### src/rtl/puneh_pkg.sv
// Shared types and default widths for the PUNEH memory-bus slice.
package puneh_pkg;

  localparam int DW = 16;
  localparam int AW = 16;

  typedef enum logic {
    IDLE   = 1'b0,
    ACCESS = 1'b1
  } mem_state_t;

endpackage

### src/rtl/mem_bus_ctrl_access_timer.sv
// Wait-state counter that bounds one memory access and flags when the limit is reached.
module access_timer #(
  parameter int TW      = 4,
  parameter int TIMEOUT = 15
) (
  input  logic clk_i,
  input  logic rst_ni,
  input  logic clr_i,
  input  logic en_i,
  output logic expired_o
);

  logic [TW-1:0] count_q;
  logic [TW-1:0] count_d;

  // Clear wins so a fresh access always starts counting from zero.
  always_comb begin
    count_d = count_q;
    if (clr_i) begin
      count_d = '0;
    end else if (en_i) begin
      count_d = count_q + TW'(1);
    end
  end

  always_ff @(posedge clk_i or negedge rst_ni) begin
    if (!rst_ni) begin
      count_q <= '0;
    end else begin
      count_q <= count_d;
    end
  end

  assign expired_o = (count_q == TW'(TIMEOUT));

endmodule

### src/rtl/mem_bus_ctrl.sv
// Memory-bus sequencer: turns one-cycle read/write requests into a strobe/ready
// handshake with wait states, a timeout abort and a flush.
module mem_bus_ctrl
  import puneh_pkg::*;
#(
  parameter int DW      = puneh_pkg::DW,
  parameter int AW      = puneh_pkg::AW,
  parameter int TIMEOUT = 15,
  parameter int TW      = 4
) (
  input  logic          clk,
  input  logic          rst,
  input  logic          start_rd,
  input  logic          start_wr,
  input  logic          flush,
  input  logic [AW-1:0] addr,
  input  logic [DW-1:0] wdata,
  output logic [DW-1:0] rdata,
  output logic          busy,
  output logic          done,
  output logic          err,
  output logic [AW-1:0] mem_addr,
  output logic [DW-1:0] mem_wdata,
  output logic          mem_rd,
  output logic          mem_wr,
  input  logic [DW-1:0] mem_rdata,
  input  logic          mem_ready
);

  mem_state_t    state_q, state_d;
  logic [DW-1:0] rdata_q, rdata_d;
  logic [AW-1:0] mem_addr_q, mem_addr_d;
  logic [DW-1:0] mem_wdata_q, mem_wdata_d;
  logic          mem_rd_q, mem_rd_d;
  logic          mem_wr_q, mem_wr_d;
  logic          done_q, done_d;
  logic          err_q, err_d;

  logic          start_accept;
  logic          timer_en;
  logic          timer_expired;

  assign start_accept = (state_q == IDLE) && (start_rd || start_wr);
  assign timer_en     = (state_q == ACCESS) && !mem_ready;

  access_timer #(
    .TW      (TW),
    .TIMEOUT (TIMEOUT)
  ) u_access_timer (
    .clk_i     (clk),
    .rst_ni    (rst),
    .clr_i     (start_accept),
    .en_i      (timer_en),
    .expired_o (timer_expired)
  );

  // Within ACCESS the exit priority is flush, then mem_ready, then timeout.
  always_comb begin
    state_d     = state_q;
    rdata_d     = rdata_q;
    mem_addr_d  = mem_addr_q;
    mem_wdata_d = mem_wdata_q;
    mem_rd_d    = mem_rd_q;
    mem_wr_d    = mem_wr_q;
    done_d      = 1'b0;
    err_d       = err_q;

    case (state_q)
      IDLE: begin
        if (start_accept) begin
          state_d     = ACCESS;
          mem_addr_d  = addr;
          mem_wdata_d = wdata;
          mem_rd_d    = start_rd;
          mem_wr_d    = start_wr && !start_rd;
          err_d       = 1'b0;
        end
      end
      ACCESS: begin
        if (flush) begin
          state_d  = IDLE;
          mem_rd_d = 1'b0;
          mem_wr_d = 1'b0;
        end else if (mem_ready) begin
          state_d  = IDLE;
          mem_rd_d = 1'b0;
          mem_wr_d = 1'b0;
          done_d   = 1'b1;
          err_d    = 1'b0;
          if (mem_rd_q) begin
            rdata_d = mem_rdata;
          end
        end else if (timer_expired) begin
          state_d  = IDLE;
          mem_rd_d = 1'b0;
          mem_wr_d = 1'b0;
          done_d   = 1'b1;
          err_d    = 1'b1;
        end
      end
      default: begin
        state_d = IDLE;
      end
    endcase
  end

  always_ff @(posedge clk or negedge rst) begin
    if (!rst) begin
      state_q     <= IDLE;
      rdata_q     <= '0;
      mem_addr_q  <= '0;
      mem_wdata_q <= '0;
      mem_rd_q    <= 1'b0;
      mem_wr_q    <= 1'b0;
      done_q      <= 1'b0;
      err_q       <= 1'b0;
    end else begin
      state_q     <= state_d;
      rdata_q     <= rdata_d;
      mem_addr_q  <= mem_addr_d;
      mem_wdata_q <= mem_wdata_d;
      mem_rd_q    <= mem_rd_d;
      mem_wr_q    <= mem_wr_d;
      done_q      <= done_d;
      err_q       <= err_d;
    end
  end

  assign rdata     = rdata_q;
  assign busy      = (state_q != IDLE);
  assign done      = done_q;
  assign err       = err_q;
  assign mem_addr  = mem_addr_q;
  assign mem_wdata = mem_wdata_q;
  assign mem_rd    = mem_rd_q;
  assign mem_wr    = mem_wr_q;

endmodule

### config.mk
export PLATFORM = sky130hd
export DESIGN_NAME = mem_bus_ctrl
export DESIGN_NICKNAME = d
export VERILOG_FILES = /design/src/rtl/puneh_pkg.sv /design/src/rtl/mem_bus_ctrl_access_timer.sv /design/src/rtl/mem_bus_ctrl.sv
export SDC_FILE = /design/constraint.sdc
export NUM_CORES = 1
export LEC_CHECK = 0
export CAP_MARGIN = 20
export CORE_AREA = 2 2 74 76
export CTS_BUF_LIST = sky130_fd_sc_hd__clkbuf_8
export CTS_CLUSTER_DIAMETER = 150
export DETAILED_ROUTE_END_ITERATION = 16
export DIE_AREA = 0 0 76 78
export GPL_ROUTABILITY_DRIVEN = 0
export GPL_TIMING_DRIVEN = 0
export HOLD_SLACK_MARGIN = 0.02
export PLACE_DENSITY = 0.83
export SETUP_SLACK_MARGIN = 0.02
export SLEW_MARGIN = 5
export SYNTH_ARGS = -nofsm -noshare
export SYNTH_HDL_FRONTEND = slang
export SYNTH_SLANG_ARGS = --single-unit
### constraint.sdc
create_clock -name clk -period 3.9 [get_ports clk]
set_clock_uncertainty 0.15 [all_clocks]
set_input_delay 0.78 -clock clk [delete_from_list [all_inputs] [get_ports clk]]
set_output_delay 0.78 -clock clk [all_outputs]
set_load 0.02 [all_outputs]
## After elaboration in Yosys (flattened, before gate mapping)

Index checks and enable logic that the tools add are counted.

| word-level totals | value |
|---|---|
| register bits | 57 |
| latch bits | 0 |
| RAM bits | 0 |
| memory bits (read-only) | 0 |
| input port bits | 54 |
| output and inout bits | 53 |
| logic and storage cells | 51 |
| memories kept | 0 |

| operators by class | value |
|---|---|
| $add $sub $neg | 1 |
| multipliers | 0 |
| div/mod/pow operators | 0 |
| $lt $le $gt $ge | 0 |
| equal/unequal tests | 5 |
| shift-type cells | 0 |
| muxes and demuxes | 23 |
| bitwise logic cells | 2 |
| reduce and logical (&&, ||, !) cells | 11 |

Operator list:

| cell | count |
|---|---|
| $mux 1 | 17 |
| $mux 4 | 2 |
| $pmux 1 s2 | 4 |
| $add 4x1->4 const B | 1 |
| $eq 4x4->1 const B | 1 |
| $ne 2x2->1 const B | 2 |
| $ne 4x3->1 const B | 1 |
| $reduce_and 2->1 | 2 |
| $reduce_and 4->1 | 1 |
| $logic_and 1x1->1 | 3 |
| $ne 3x2->1 const B | 1 |
| $reduce_and 3->1 | 1 |
| $logic_not 1->1 | 2 |
| $not 1->1 | 2 |
| $reduce_bool 2->1 | 1 |
| $logic_or 1x1->1 | 1 |

## Depth between registers and ports, before layout

Gate-level depths: netlist of run 1.

| depth | value |
|---|---|
| word-level depth | 5 |
| gate-level depth with buffers | 5 |
| gate-level depth less buffers | 4 |

## Hierarchy

From an unflattened synthesis of run 1, not the netlist that was laid out.

| unflattened totals | value |
|---|---|
| cells, all modules | 140 |
| area total of the unflattened synthesis | 2278.4 um2 |

By module, submodules not included:

| module | times used | cells an instance | area each (um2) | seq. area each (um2) |
|---|---|---|---|---|
| mem_bus_ctrl | 1 | 123 | 2079.5 | 1326.3 |
| access_timer | 1 | 17 | 198.9 | 100.1 |

## Worst setup path after synthesis of run 1

No wires, ideal clock.

| path | value |
|---|---|
| kind | input to register |
| from | input port flush |
| to | register rdata_q[0], in the netlist rdata[0] |
| library setup time | 0.125 ns |
| arrival time | 1.606 ns |
| required time | 3.625 ns |
| setup slack | 2.018 ns |
| stages | 4 |
| buffers on the path | 1 |
| cells stage by stage | and2b_2 > nand3_4 > buf_6 > mux2_4 |

| between the ends | value |
|---|---|
| longest elaborated chain between the ends | 2 |

Ends and longest elaborated chain:

| what | line | source |
|---|---|---|
| from (decl) | mem_bus_ctrl.sv:15 | `input logic flush,` |
| $not 1->1 (no source line) | -- |  |
| $reduce_and 4->1 (no source line) | -- |  |
| to (signal assigned) | mem_bus_ctrl.sv:119 | `rdata_q <= rdata_d;` |
| to (decl) | mem_bus_ctrl.sv:31 | `logic [DW-1:0] rdata_q, rdata_d;` |

Every way passes these cells.
A chain may end at the register's enable or synchronous reset.

## Worst setup path in the final report of run 1

| path | value |
|---|---|
| from | register state_q, in the netlist busy |
| to | output port busy |

RTL lines:

| what | line | source |
|---|---|---|
| from (decl) | mem_bus_ctrl.sv:30 | `mem_state_t state_q, state_d;` |
| from (signal assigned) | mem_bus_ctrl.sv:118 | `state_q <= state_d;` |
| to (decl) | mem_bus_ctrl.sv:19 | `output logic busy,` |

No word-level cell between the ends.

==> impl_metrics.csv, run 1 <==
group,metric,value,unit
route,totalWireLength,5140,microns
run_status,outcome,"completed",
cts,clock_path_buffers,2,
synth,yosys-top-cells-area,"dfrtp_1, mux2_2, mux2_4",
die,die_y,78,microns
worst_setup_path,path_buf_inv,1,
die,die-area,0.00593,sq mm
pwr,p_int,0.00157,W
sta,fin_crit_sh,60.9,%
cts,clock-root-buffer,"clkbuf_8",
sta,drv_slew,0,
sta,tns,0,ns
worst_setup_path,cp-start-kind,"register",
cts,cts_buffers,9,
synth,synth_area,0.00224,sq mm
global_route,grt_pass1_vias,1705,
global_route,grt_remaining_overflow,0,
sta,finalCriticalPeriod,2.38,ns
route,viasPerCell,4.73,
route,firstDrtPassIters,4,
place,placed_cells,317,
sta,max_freq,421,MHz
cells_and_area,final_common_cell,"clkdlybuf4s50_1",
global_route,grt_max_degree,35,
pwr,p_comb_share,41.0,%
pwr,pwr-share-seq,38.2,%
place,dp_hpwl,3860,microns
cts,htreeDepth,3,
die,start_util,44.4,%
worst_setup_path,path_cells,"clkdlybuf4s50_1",
synth,syn-num-nets,195,
cts,hold_buffers,0,
worst_setup_path,crit_path_end_kind,"primary output",
pwr,switching_share,32.2,%
synth,synth_top_area_share,63.7,%
die,io_pins,107,
synth,syn_area_per_cell,16.0,sq um
worst_setup_path,critPathKind,"reg2out",
worst_setup_path,critPathRequiredTime,2.97,ns
route,ant_nets,0,
route,drc_errors,0,
synth,synth_cell_types,26,
pwr,power_leakage,1.56,nW
sta,tightest_slew,0.559,ns
die,die_w,76,microns
pwr,vdd_drop_max,0.403,mV
cts,cts_tree,"done",
synth,seq_area_frac_synth,63.7,%
global_route,grt_use_total,18.4,%
run,cap_violations,0,
synth,synth-seq-cells,57,
pwr,pwr-share-clk,20.7,%
pwr,p_per_area,646,mW/mm^2
route,post_drt_wl_per_cell,15.4,microns
cts,cts.clk_slew.worst_paths,0.06,ns
cts,cts_sinks,57,
cts,clock_latency,0.33,ns
cells_and_area,fin_cells,333,
worst_setup_path,cpMaxStageDelayCell,"clkdlybuf4s50_1",
place,io_buffers,106,
sta,hold_viol,0,
cts,cts_resized,0,
cells_and_area,drive_above_1_share,27.4,%
cells_and_area,fin_nets,313,
pwr,p_switching,0.000745,W
sta,finalSetupViolations,0,
cts,cts_setup_buffers,0,
synth,ys_warn_count,0,
route,drtIter0Drc,42,
synth,syn_inst,140,
cells_and_area,diodes,0,
worst_setup_path,crit_family,"buffers and inverters",
route,via_count,1576,
cells_and_area,final_cell_mix,"clkdlybuf4s50_1, dfrtp_1, mux2_2, clkbuf_8, mux2_4",
cells_and_area,syn2layout_area_growth,59.7,%
worst_setup_path,max_stage_delay,0.65,ns
hold_path,hp-class,"in2async",
sta,hold_slack,0.281,ns
synth,synth_largest_area_cell,"dfrtp_1",
die,core,0.00504,sq mm
sta,relSlewSlack,62.7,%
worst_setup_path,critPathMaxFanout,8,
global_route,grt_pass1_wl,8330,microns
global_route,antenna_found_initial,0,
sta,rsz0062_at_grt,"no",
worst_setup_path,cp.arrival,1.45,ns
die,rows,26,
## kinds of logic after synthesis
| group | count (synthesis) | share of synthesized area, % |
|---|---|---|
| buffers and inverters | 7 | 2.07 |
| muxes | 48 | 25.8 |
| xor gates and xnor gates | 1 | 0.391 |
| and+or+nand+nor | 14 | 3.91 |
| AOI/OAI and AO/OA | 12 | 3.63 |
| adders and majority gates | 1 | 0.558 |
| DFF | 57 | 63.7 |
## metrics by stage
step                      worst slack (ns)  instance area, sq um  total power, W  util (%)
after floorplan                       2.02                  2240         0.00135         -
after global placement               0.115                  3390         0.00182      67.2
after detailed placement              1.39                  3400         0.00185      67.5
after CTS                             1.51                  3580         0.00234      71.0
after global routing                  1.46                  3580         0.00242      71.0
final                                 1.52                  3580         0.00231      71.0
## cell usage after synthesis, drive strengths merged
cell     number
nor2          4
a21bo         1
ha            1
a21oi         2
buf           5
a211oi        1
xor2          1
nand3b        1
o211ai        1
o21ai         3
o2bb2ai       1
o21bai        1
dfrtp        57
nand2b        2
o31ai         1
nand3         4
inv           2
nor3          1
and3          1
and2b         1
o21a          1
mux2         48
## state kept, by name (all words and copies together), names as in the netlist
register	cells
mem_wdata	16
done	1
u_access_timer.count_q	4
rdata	16
err	1
mem_rd	1
mem_wr	1
busy	1
mem_addr	16
## worst paths after layout
check                                     startpoint                         to  slack, ns  cells past startpoint
hold reg to reg            u_access_timer.count_q[3]  u_access_timer.count_q[3]       0.34                      1
min in group clk           u_access_timer.count_q[3]  u_access_timer.count_q[3]       0.34                      1
setup / recovery                                busy                       busy       1.52                      1
max in group asynchronous                        rst                       busy       2.75                      2
setup reg to reg                                busy               mem_wdata[9]       2.19                      4
hold / removal                                   rst                   rdata[7]       0.28                      1
## final cells by class
| class | count | area [sq um] |
|---|---|---|
| buffer | 5 | 38.8 |
| clock buffer | 11 | 151 |
| clock inverter | 5 | 22.5 |
| fill | 366 | 1460 |
| inverter | 2 | 7.51 |
| multi-input combinational | 76 | 768 |
| sequential | 57 | 1430 |
| tap | 70 | 87.6 |
| timing repair buffer | 107 | 1080 |
## per-layer routing
| metal | wire length (microns) | vias up | global-route usage, % |
|---|---|---|---|
| li1 | - | 730 | - |
| met1 | 2120 | 786 | 21.8 |
| met2 | 2630 | 51 | 30.4 |
| met3 | 296 | 9 | 5.81 |
| met4 | 92 | 0 | 9.45 |
| met5 | 0 | - | 0 |
## power groups by stage
stage / clock [W] / combinational, W / sequential, W
2_1_floorplan: 0 / 0.000250 / 0.00110
3_3_place_gp: 0 / 0.000941 / 0.000878
3_5_place_dp: 0 / 0.000958 / 0.000891
4_1_cts: 0.000497 / 0.000961 / 0.000885
5_1_grt: 0.000522 / 0.000994 / 0.000907
6_report: 0.000480 / 0.000949 / 0.000884
(Power assumes the default switching activity.)
==> run 2: changes to the inputs <==
--- a/config.mk
+++ b/config.mk
@@ -6,15 +6,15 @@
 export NUM_CORES = 1
 export LEC_CHECK = 0
 export CAP_MARGIN = 20
-export CORE_AREA = 2 2 74 76
+export CORE_AREA = 2 2 77 79
 export CTS_BUF_LIST = sky130_fd_sc_hd__clkbuf_8
 export CTS_CLUSTER_DIAMETER = 150
 export DETAILED_ROUTE_END_ITERATION = 16
-export DIE_AREA = 0 0 76 78
+export DIE_AREA = 0 0 79 81
 export GPL_ROUTABILITY_DRIVEN = 0
 export GPL_TIMING_DRIVEN = 0
 export HOLD_SLACK_MARGIN = 0.02
-export PLACE_DENSITY = 0.83
+export PLACE_DENSITY = 0.77
 export SETUP_SLACK_MARGIN = 0.02
 export SLEW_MARGIN = 5
 export SYNTH_ARGS = -nofsm -noshare
==> constraint.sdc (replaced) <==
create_clock -name clk -period 2.4 [get_ports clk]
set_clock_uncertainty 0.15 [all_clocks]
set_input_delay 0.48 -clock clk [delete_from_list [all_inputs] [get_ports clk]]
set_output_delay 0.48 -clock clk [all_outputs]
set_load 0.02 [all_outputs]
==> impl_metrics.csv, run 2 (same netlist as run 1, synthesis figures left out) <==
group,metric,value,unit
route,post_drt_wl_per_cell,13.9,microns
global_route,antenna_found_initial,0,
cells_and_area,diodes,0,
die,die_y,81,microns
worst_setup_path,critPathRequiredTime,1.77,ns
cts,clock_latency,0.32,ns
sta,fin_crit_sh,85.2,%
run_status,outcome,"completed",
cts,cts_buffers,9,
run,cap_violations,0,
pwr,vdd_drop_max,0.572,mV
place,io_buffers,106,
sta,rsz0062_at_grt,"no",
sta,fin_ws,0.354,ns
cts,cts_resized,0,
cells_and_area,syn2layout_area_growth,61.1,%
cells_and_area,final_cell_mix,"clkdlybuf4s50_1, dfrtp_1, mux2_2, mux2_4, clkbuf_8",
pwr,total_power,0.00379,W
global_route,grt_remaining_overflow,0,
global_route,grt_pass1_wl,7470,microns
sta,finalSetupViolations,0,
sta,hold_viol,0,
route,viasPerCell,4.60,
worst_setup_path,cp.arrival,1.42,ns
cells_and_area,drive_above_1_share,26.9,%
route,firstDrtPassIters,4,
place,dp_hpwl,3460,microns
cells_and_area,fin_nets,314,
sta,max_freq,489,MHz
global_route,grt_use_total,15.5,%
sta,finalCriticalPeriod,2.05,ns
die,core,0.00568,sq mm
cts,cts_setup_buffers,0,
route,drtIter0Drc,72,
cts,clock-root-buffer,"clkbuf_8",
sta,tightest_slew,0.586,ns
worst_setup_path,critPathKind,"reg2out",
route,ant_nets,0,
cts,clock_path_buffers,2,
route,drc_errors,0,
worst_setup_path,cpMaxStageDelayCell,"clkdlybuf4s50_1",
pwr,p_per_area,1050,mW/mm^2
cells_and_area,final_common_cell,"clkdlybuf4s50_1",
sta,relSlewSlack,60.9,%
hold_path,hp-class,"reg2reg",
worst_setup_path,crit_path_end_kind,"primary output",
cts,cts.clk_slew.worst_paths,0.06,ns
die,die-area,0.00640,sq mm
sta,drv_slew,0,
worst_setup_path,critPathMaxFanout,8,
route,via_count,1558,
global_route,grt_pass1_vias,1654,
worst_setup_path,path_cells,"clkdlybuf4s50_1",
place,dp_slack,0.148,ns
die,die_w,79,microns
worst_setup_path,crit_family,"buffers and inverters",
pwr,power_leakage,1.57,nW
global_route,grt_max_degree,34,
die,rows,28,
cts,cts_tree,"done",
worst_setup_path,path_buf_inv,1,
die,start_util,39.5,%
worst_setup_path,cp-start-kind,"register",
die,io_pins,107,
worst_setup_path,max_stage_delay,0.65,ns
cts,cts_sinks,57,
cts,htreeDepth,3,
route,totalWireLength,4720,microns
==> run 2: layout make-up <==
class	instances	area [sq um]
Clock buffer	10	138
Fill cell	470	2070
Clock inverter	6	51.3
Sequential cell	57	1430
Buffer	5	38.8
Multi-Input combinational cell	76	768
Timing Repair Buffer	108	1090
Inverter	2	7.51
Tap cell	75	93.8
==> run 2: per-layer routing <==
| layer | routed length [microns] | part of all wire [%] | GRT usage [%] | vias up |
|---|---|---|---|---|
| met4 | 82 | 1.7 | 8.79 | 0 |
| met5 | 0 | 0 | 0 | - |
| met3 | 421 | 8.9 | 5.56 | 8 |
| met2 | 2160 | 46 | 24.7 | 69 |
| li1 | - | - | - | 732 |
| met1 | 2050 | 44 | 18.2 | 749 |
==> run 2: worst reg2reg max path: stages (launching register included) <==
cell      delay, ns
dfrtp_1        0.45
o21bai_1       0.15
buf_2          0.24
buf_4          0.23
mux2_2         0.35
==> run 2: final timing paths <==
check / start / end / depth (start not counted) / slack (ns)
setup / recovery: busy / busy / 1 / 0.35
hold / removal: u_access_timer.count_q[3] / u_access_timer.count_q[3] / 1 / 0.33
setup reg to reg: busy / mem_addr[3] / 4 / 0.72
hold reg to reg: u_access_timer.count_q[3] / u_access_timer.count_q[3] / 1 / 0.33
max in group asynchronous: rst / mem_wdata[11] / 3 / 0.99
min in group asynchronous: rst / rdata[8] / 2 / 0.54
==> run 2: metrics by stage <==
step / instances / hold slack [ns] / util, % / TNS (ns) / instance area (sq um)
2_1_floorplan: 140 / 0.0344 / - / 0 / 2240
3_3_place_gp: 321 / 0.323 / 59.8 / -64.92 / 3400
3_5_place_dp: 322 / 0.322 / 60.1 / 0 / 3410
4_1_cts: 339 / 0.332 / 63.6 / 0 / 3610
5_1_grt: 339 / 0.348 / 63.6 / 0 / 3610
6_report: 339 / 0.334 / 63.6 / 0 / 3610
==> run 2: timing repair <==
item,4_1_cts,5_1_grt
hold buffers,1,0
endpoints found under the hold margin,24,0
endpoints found under the setup margin,0,0
==> run 2: report_power, final <==
| part | switching [W] | leakage, nW | total [W] | internal [W] |
|---|---|---|---|---|
| clock network | 0.000348 | 0.110 | 0.000841 | 0.000493 |
| registers | 0.000157 | 0.686 | 0.00142 | 0.00126 |
| logic | 0.000662 | 0.774 | 0.00153 | 0.000869 |
